$ cat config.mk
export PLATFORM = sky130hd
export DESIGN_NAME = fpu_sched
export DESIGN_NICKNAME = d
export VERILOG_FILES = /design/src/rtl/fpu_sched.sv
export SDC_FILE = /design/constraint.sdc
export NUM_CORES = 1
export LEC_CHECK = 0
export CORE_MARGIN = 1
export CORE_UTILIZATION = 38
export DETAILED_ROUTE_END_ITERATION = 12
export PLACE_DENSITY = 0.81
export SLEW_MARGIN = 5
export SYNTH_ARGS = -nofsm -noshare
export SYNTH_HDL_FRONTEND = slang
export SYNTH_SLANG_ARGS = --single-unit
$ cat constraint.sdc
create_clock -name clk -period 3.8 [get_ports clk]
set_input_delay 0.57 -clock clk [delete_from_list [all_inputs] [get_ports clk]]
set_output_delay 0.57 -clock clk [all_outputs]
set_load 0.02 [all_outputs]
$ cat src/rtl/fpu_sched.sv
// fpu_sched: round-robin scheduler sharing one multi-cycle FPU between NREQ requesters.
// Define FPU_TIMEOUT_EN to enable the WAIT-state watchdog (err pulse after TIMEOUT cycles).
module fpu_sched #(
  parameter int unsigned NREQ    = 2,
  parameter int unsigned OPW     = 5,
  parameter int unsigned TIMEOUT = 64
) (
  input  logic                clk,
  input  logic                rst,
  input  logic [NREQ-1:0]     req,
  input  logic [NREQ*OPW-1:0] req_op,
  input  logic [NREQ*32-1:0]  req_a,
  input  logic [NREQ*32-1:0]  req_b,
  output logic [NREQ-1:0]     grant,
  output logic [NREQ-1:0]     done,
  output logic [31:0]         result,
  output logic                result_ireg,
  output logic                fpu_go,
  output logic [OPW-1:0]      fpu_op,
  output logic [31:0]         fpu_a,
  output logic [31:0]         fpu_b,
  input  logic                fpu_valid,
  input  logic [31:0]         fpu_res,
  input  logic                fpu_iwb,
  output logic                err
);
  localparam int unsigned IW = (NREQ > 1) ? $clog2(NREQ) : 1;

  typedef enum logic [1:0] {IDLE, ISSUE, WAIT, DONE} state_e;

  state_e          state_q, state_d;
  logic [IW-1:0]   ptr_q, ptr_d;
  logic [IW-1:0]   owner_q, owner_d;
  logic [OPW-1:0]  op_q, op_d;
  logic [31:0]     a_q, a_d;
  logic [31:0]     b_q, b_d;
  logic [31:0]     res_q, res_d;
  logic            ireg_q, ireg_d;
  logic            found;
  logic [IW-1:0]   pick;
  logic            timeout;
  logic [NREQ-1:0] owner_oh;

  function automatic logic [IW-1:0] rr_idx(input logic [IW-1:0] base, input int unsigned off);
    int unsigned s;
    s = (32'(base) + off) % NREQ;
    return IW'(s);
  endfunction

  // First requester at or after ptr, wrapping modulo NREQ.
  always_comb begin
    found = 1'b0;
    pick  = ptr_q;
    for (int unsigned k = 0; k < NREQ; k++) begin
      if (!found && req[rr_idx(ptr_q, k)]) begin
        found = 1'b1;
        pick  = rr_idx(ptr_q, k);
      end
    end
  end

  always_comb begin
    state_d = state_q;
    ptr_d   = ptr_q;
    owner_d = owner_q;
    op_d    = op_q;
    a_d     = a_q;
    b_d     = b_q;
    res_d   = res_q;
    ireg_d  = ireg_q;
    case (state_q)
      IDLE: begin
        if (found) begin
          owner_d = pick;
          op_d    = req_op[pick*OPW +: OPW];
          a_d     = req_a[pick*32 +: 32];
          b_d     = req_b[pick*32 +: 32];
          state_d = ISSUE;
        end
      end
      ISSUE: state_d = WAIT;
      WAIT: begin
        if (fpu_valid) begin
          res_d   = fpu_res;
          ireg_d  = fpu_iwb;
          state_d = DONE;
        end else if (timeout) begin
          state_d = DONE;
        end
      end
      DONE: begin
        ptr_d   = rr_idx(owner_q, 1);
        state_d = IDLE;
      end
      default: state_d = IDLE;
    endcase
  end

  always_ff @(posedge clk or posedge rst) begin
    if (rst) begin
      state_q <= IDLE;
      ptr_q   <= '0;
      owner_q <= '0;
      op_q    <= '0;
      a_q     <= '0;
      b_q     <= '0;
      res_q   <= '0;
      ireg_q  <= 1'b0;
    end else begin
      state_q <= state_d;
      ptr_q   <= ptr_d;
      owner_q <= owner_d;
      op_q    <= op_d;
      a_q     <= a_d;
      b_q     <= b_d;
      res_q   <= res_d;
      ireg_q  <= ireg_d;
    end
  end

`ifdef FPU_TIMEOUT_EN
  localparam int unsigned CW = $clog2(TIMEOUT + 1);

  logic [CW-1:0] cnt_q, cnt_d;
  logic          err_q, err_d;

  // Abort on the TIMEOUT-th WAIT cycle so done/err land TIMEOUT cycles after WAIT entry.
  assign timeout = (state_q == WAIT) && !fpu_valid && (cnt_q == CW'(TIMEOUT - 1));

  always_comb begin
    cnt_d = cnt_q;
    err_d = 1'b0;
    if (state_q == ISSUE) begin
      cnt_d = '0;
    end else if (state_q == WAIT) begin
      cnt_d = cnt_q + 1'b1;
    end
    if (timeout) begin
      err_d = 1'b1;
    end
  end

  always_ff @(posedge clk or posedge rst) begin
    if (rst) begin
      cnt_q <= '0;
      err_q <= 1'b0;
    end else begin
      cnt_q <= cnt_d;
      err_q <= err_d;
    end
  end

  assign err = err_q;
`else
  assign timeout = 1'b0;
  assign err     = 1'b0;
`endif

  assign owner_oh    = NREQ'(1) << owner_q;
  assign grant       = (state_q != IDLE) ? owner_oh : '0;
  assign done        = (state_q == DONE) ? owner_oh : '0;
  assign fpu_go      = (state_q == ISSUE);
  assign fpu_op      = op_q;
  assign fpu_a       = a_q;
  assign fpu_b       = b_q;
  assign result      = res_q;
  assign result_ireg = ireg_q;

endmodule

# After elaboration in Yosys (flattened, before gate mapping)
# Cells that the tools add are included.
[totals] inputBits=176 word_cells=41 register_bits=106
[classes] n_eq_ne=5 shift=4 n_addsub=2 multipliers=1 n_mux=12 n_lt_le_gt_ge=2 n_reduce_logical=7
[ops] operator="$shiftx A64 B7 Y32" count=2
[ops] operator="$shiftx A10 B5 Y5" count=1
[ops] operator="$mux W2" count=4
[ops] operator="$pmux W2 S4" count=1
[ops] operator="$mux W1" count=7
[ops] operator="$reduce_and A2 Y1" count=3
[ops] operator="$eq A2 B2 Y1 const B" count=2
[ops] operator="$lt A1 B2 Y1 const B" count=2
[ops] operator="$mul A1 B3 Y4 const B" count=1
[ops] operator="$ne A2 B2 Y1 const B" count=2
[ops] operator="$add A1 B1 Y1 const B" count=2
[ops] operator="$eq A2 B1 Y1 const B" count=1
[ops] operator="$logic_not A2 Y1" count=1
[ops] operator="$reduce_bool A2 Y1" count=1
[ops] operator="$shl A1 B1 Y2 const A" count=1
[ops] operator="$logic_and A1 B1 Y1" count=1
[ops] operator="$logic_not A1 Y1" count=1

# Longest topological paths before layout
[depth] word_depth=8 ltp_mapped=8 mapped_depth_nobuf=5

# Worst setup path before layout
# OpenSTA, ideal clock, no wires.
[synth_path] kind="input to register" startpoint="input port req[1]" endpoint="register b_q[0], in the netlist fpu_b[0]" path_stages=7 arrival_ps=1506 path_slack_ps=2169 setup_time_ps=126 n_path_buf=4 path_cell_list="buf_6 > or2_1 > buf_2 > buf_6 > buf_6 > a31oi_1 > a21oi_1"
[synth_between] elab_chain_len=7
[synth_rtl] item="start, declared" line="10" source="input logic [NREQ-1:0] req,"
[synth_rtl] item="$mux W1 (not written as such) (2 in a row)" line="55" source="if (!found && req[rr_idx(ptr_q, k)]) begin"
[synth_rtl] item="$mux W1" line="55"
[synth_rtl] item="$logic_not A1 Y1" line="55"
[synth_rtl] item="$logic_and A1 B1 Y1" line="55"
[synth_rtl] item="$mux W1" line="55"
[synth_rtl] item="$shiftx A64 B7 Y32 or $reduce_and A2 Y1 (tied branches)"
[synth_rtl] item="end signal, assigned" line="106" source="b_q <= '0;"
[synth_rtl] item="end signal, assigned" line="115" source="b_q <= b_d;"
[synth_rtl] item="end, declared" line="36" source="logic [31:0] b_q, b_d;"
# Several ways; a longest one is shown, not always the timed one. The select of a mux whose other input is x is not followed.
# A chain may end at the register's enable or synchronous reset.

# Worst setup path after layout
[layout_path] startpoint="register state_q[0]" endpoint="output port grant[1]"
[layout_between] elab_chain_len=2
[layout_rtl] item="start, declared" line="31" source="state_e state_q, state_d;"
[layout_rtl] item="start signal, assigned" line="110" source="state_q <= state_d;"
[layout_rtl] item="$reduce_bool A2 Y1" line="160" source="assign grant = (state_q != IDLE) ? owner_oh : '0;"
[layout_rtl] item="$mux W2" line="160"
[layout_rtl] item="end, declared" line="14" source="output logic [NREQ-1:0] grant,"
# No other way between the ends.

==> out/metrics.yaml <==
grt:
  track_usage_pct: 24.4
  grt_antenna_before_repair: 0
  grt_pass1_vias: 4843
  gr-total-overflow: 0
  grt_max_degree: 57
  grt_pass1_wl_um: 24900
sta:
  slew_violations: 0
  setup_ws_ns: 1.29
  hold_slack_ns: 0.508
  post-route-period-util_pct: 66.0
  final-hold-violation-count: 0
  period_needed_ns: 2.51
  tns_ns: 0
  relSlewSlack_pct: 50.2
  worstMarginPinSlew_ns: 0.747
  fmax_mhz: 399
  rsz0062_at_grt: "no"
  clock_skew_ns: 0.00804
  setup_viol_count_final: 0
layout:
  fillCellCount: 998
  num_antenna_cells: 0
  syn2layout_area_growth_pct: 66.9
  final_layout_size_suffix_gt1_share_pct: 8.79
  fin_nets: 927
  final_util_pct: 64.7
worst_setup_path:
  path_max_fanout: 7
  cpMaxStageDelayCell: "clkdlybuf4s50_1"
  max_stage_delay_ns: 0.64
  critPathRequiredTime_ns: 3.23
  path_cells: "inv_1 > ha_1 > nor2b_1 > clkdlybuf4s50_1"
  crit_type: "reg2out"
  regToRegSetupSlack_ns: 1.65
  worst_setup_path_end_kind: "primary output"
  startpoint_type: "flop"
  cp_data_arrival_time_ns: 1.94
cts:
  cts_tree: "done"
  clk_pin_slew_ns: 0.07
  holdBufCountCts: 0
  post_cts.repair.setup_buffers: 0
  root_buffer: "clkbuf_16"
  cts_buffers: 9
  cts_max_level: 3
  cts.sinks: 106
  cts.path.max_buffers: 2
  clock_latency_ns: 0.34
  postCtsResizedCells: 0
pwr:
  finalPower_mw: 6.75
  pwr_density_cell_nw_per_um2: 830
  vdd_drop_max_mv: 0.491
  leakagePower_nw: 3.19
detailed_routing:
  via_count: 4919
  firstDrtPassIters: 5
  wl_per_cell_um: 17.7
  antenna_left: 0
  routed_wl_um: 16300
  dr.first_iter.drc_count: 374
  avgViaCountPerCell: 5.33
  drc: 0
placement:
  gp_congestion: 0.865
  port_buffers: 282
  place_ws_ns: 1.11
  hpwlAfterDp_um: 11600
floorplanning:
  core_um2: 12600
  num_rows: 41
  die_w_um: 115
  dieHeight_um: 115
  num_io_pins: 284
  die_area_um2: 13300
  initial_core_util_pct: 38.8
run_status:
  status: "finished, final reports clean"
yosys:
  syn_avg_cell_area_um2: 9.87
  ys_seq_elements: 106
  syn_nets: 675
  synth_seq_area_share_pct: 54.4
  yosys_warnings: 0
  synthDistinctLibCells: 27
  synthesis.area_um2: 4870
  syn_inst: 494
min_path:
  hp-class: "reg2reg"
flow_run:
  drv_cap: 0
## layout by cell type (no fill, tap or decap), drive strengths merged, types with 2 or more instances in the layout
cell / synthesis / routed
a21oi: 72 / 72
a31oi: 69 / 69
buf: 30 / 9
bufinv: 0 / 2
clkbuf: 20 / 10
clkdlybuf4s50: 0 / 282
clkinv: 0 / 3
dfrtp: 106 / 106
ha: 5 / 5
inv: 4 / 4
mux2: 34 / 34
nor2: 73 / 73
nor2b: 2 / 2
o21ai: 70 / 70
## power breakdown
group / switching [mW] / leakage (nW) / internal [mW]
clock network: 0.421 / 0.159 / 0.597
registers: 0.342 / 1.21 / 1.71
logic: 1.93 / 1.82 / 1.75
## final timing paths
kind,startpoint,end,cells after the start
worst max-delay path,state_q[0],grant[1],4
worst min-delay path,result[25],result[25],1
worst max register to register,state_q[0],fpu_b[24],6
worst min register to register,result[25],result[25],1
max in group asynchronous,rst,result[13],3
min in group asynchronous,rst,fpu_a[17],2
## synth_stat cells
cell	instances	area share [%]
a21bo_1	1	0.21
a21boi_2	1	0.23
a21oi_1	72	7.4
a31oi_1	69	8.9
and2_1	1	0.13
buf_1	4	0.31
buf_2	19	2.0
buf_4	3	0.46
buf_6	4	0.92
clkbuf_1	19	1.5
clkbuf_2	1	0.10
conb_1	1	0.077
dfrtp_1	106	54
ha_1	5	1.3
inv_1	4	0.31
mux2_2	34	7.9
nand2_1	1	0.077
nor2_1	72	5.5
nor2_4	1	0.23
nor2b_1	2	0.26
nor3b_1	1	0.15
o21a_1	1	0.15
o21ai_0	57	5.9
o21ai_1	12	1.2
o21ai_2	1	0.18
o32a_1	1	0.21
or2_1	1	0.13
## registers in the layout, indices dropped and copies added, names as in the netlist
name,count
fpu_a,32
fpu_b,32
result,32
fpu_op,5
state_q,2
owner_q,1
ptr_q,1
result_ireg,1
## kinds of logic (layout without fill, tap and decap cells)
group | count (synthesis) | after routing | synth area share (%)
buf+inv | 54 | 311 | 5.52
fa+ha+maj | 5 | 5 | 1.28
other cells | 1 | 1 | 0.0769
flops | 106 | 106 | 54.4
compound gates | 215 | 215 | 24.3
simple gates | 79 | 79 | 6.52
mux | 34 | 34 | 7.86
## layer usage
layer  vias to the layer above  GRT usage [%]  part of all wire (%)
met5                         -              0                     0
met4                         0           9.78                   2.3
met3                        31           6.43                   8.2
met2                       280           41.1                    49
met1                      2340           30.0                    40
li1                       2268              -                     -
## critical path, delay by kind of cell (launching register included)
family	cells	cell delay, ns
flip-flops	1	0.40
adder cells (fa/ha/maj)	1	0.31
buffers and inverters	2	0.74
AND/OR/NAND/NOR	1	0.15
## per-stage QoR
| step | cells | area [um^2] |
|---|---|---|
| after global placement | 907 | 7810 |
| final | 923 | 8140 |
| after global routing | 923 | 8140 |
| after floorplan | 494 | 4870 |
| after detailed placement | 907 | 7810 |
| after CTS | 923 | 8140 |
## cell type report
class,instances,area [um^2],share of cell area [%]
clock buffers,10,239,2.94
clock inverters,6,90.1,1.11
inverters,4,17.5,0.215
multi-input cells,334,1970,24.2
flip-flops and latches,106,2650,32.6
well taps,172,215,2.65
repair buffers,291,2950,36.3
Note: power is estimated with default switching activity, not from simulation.
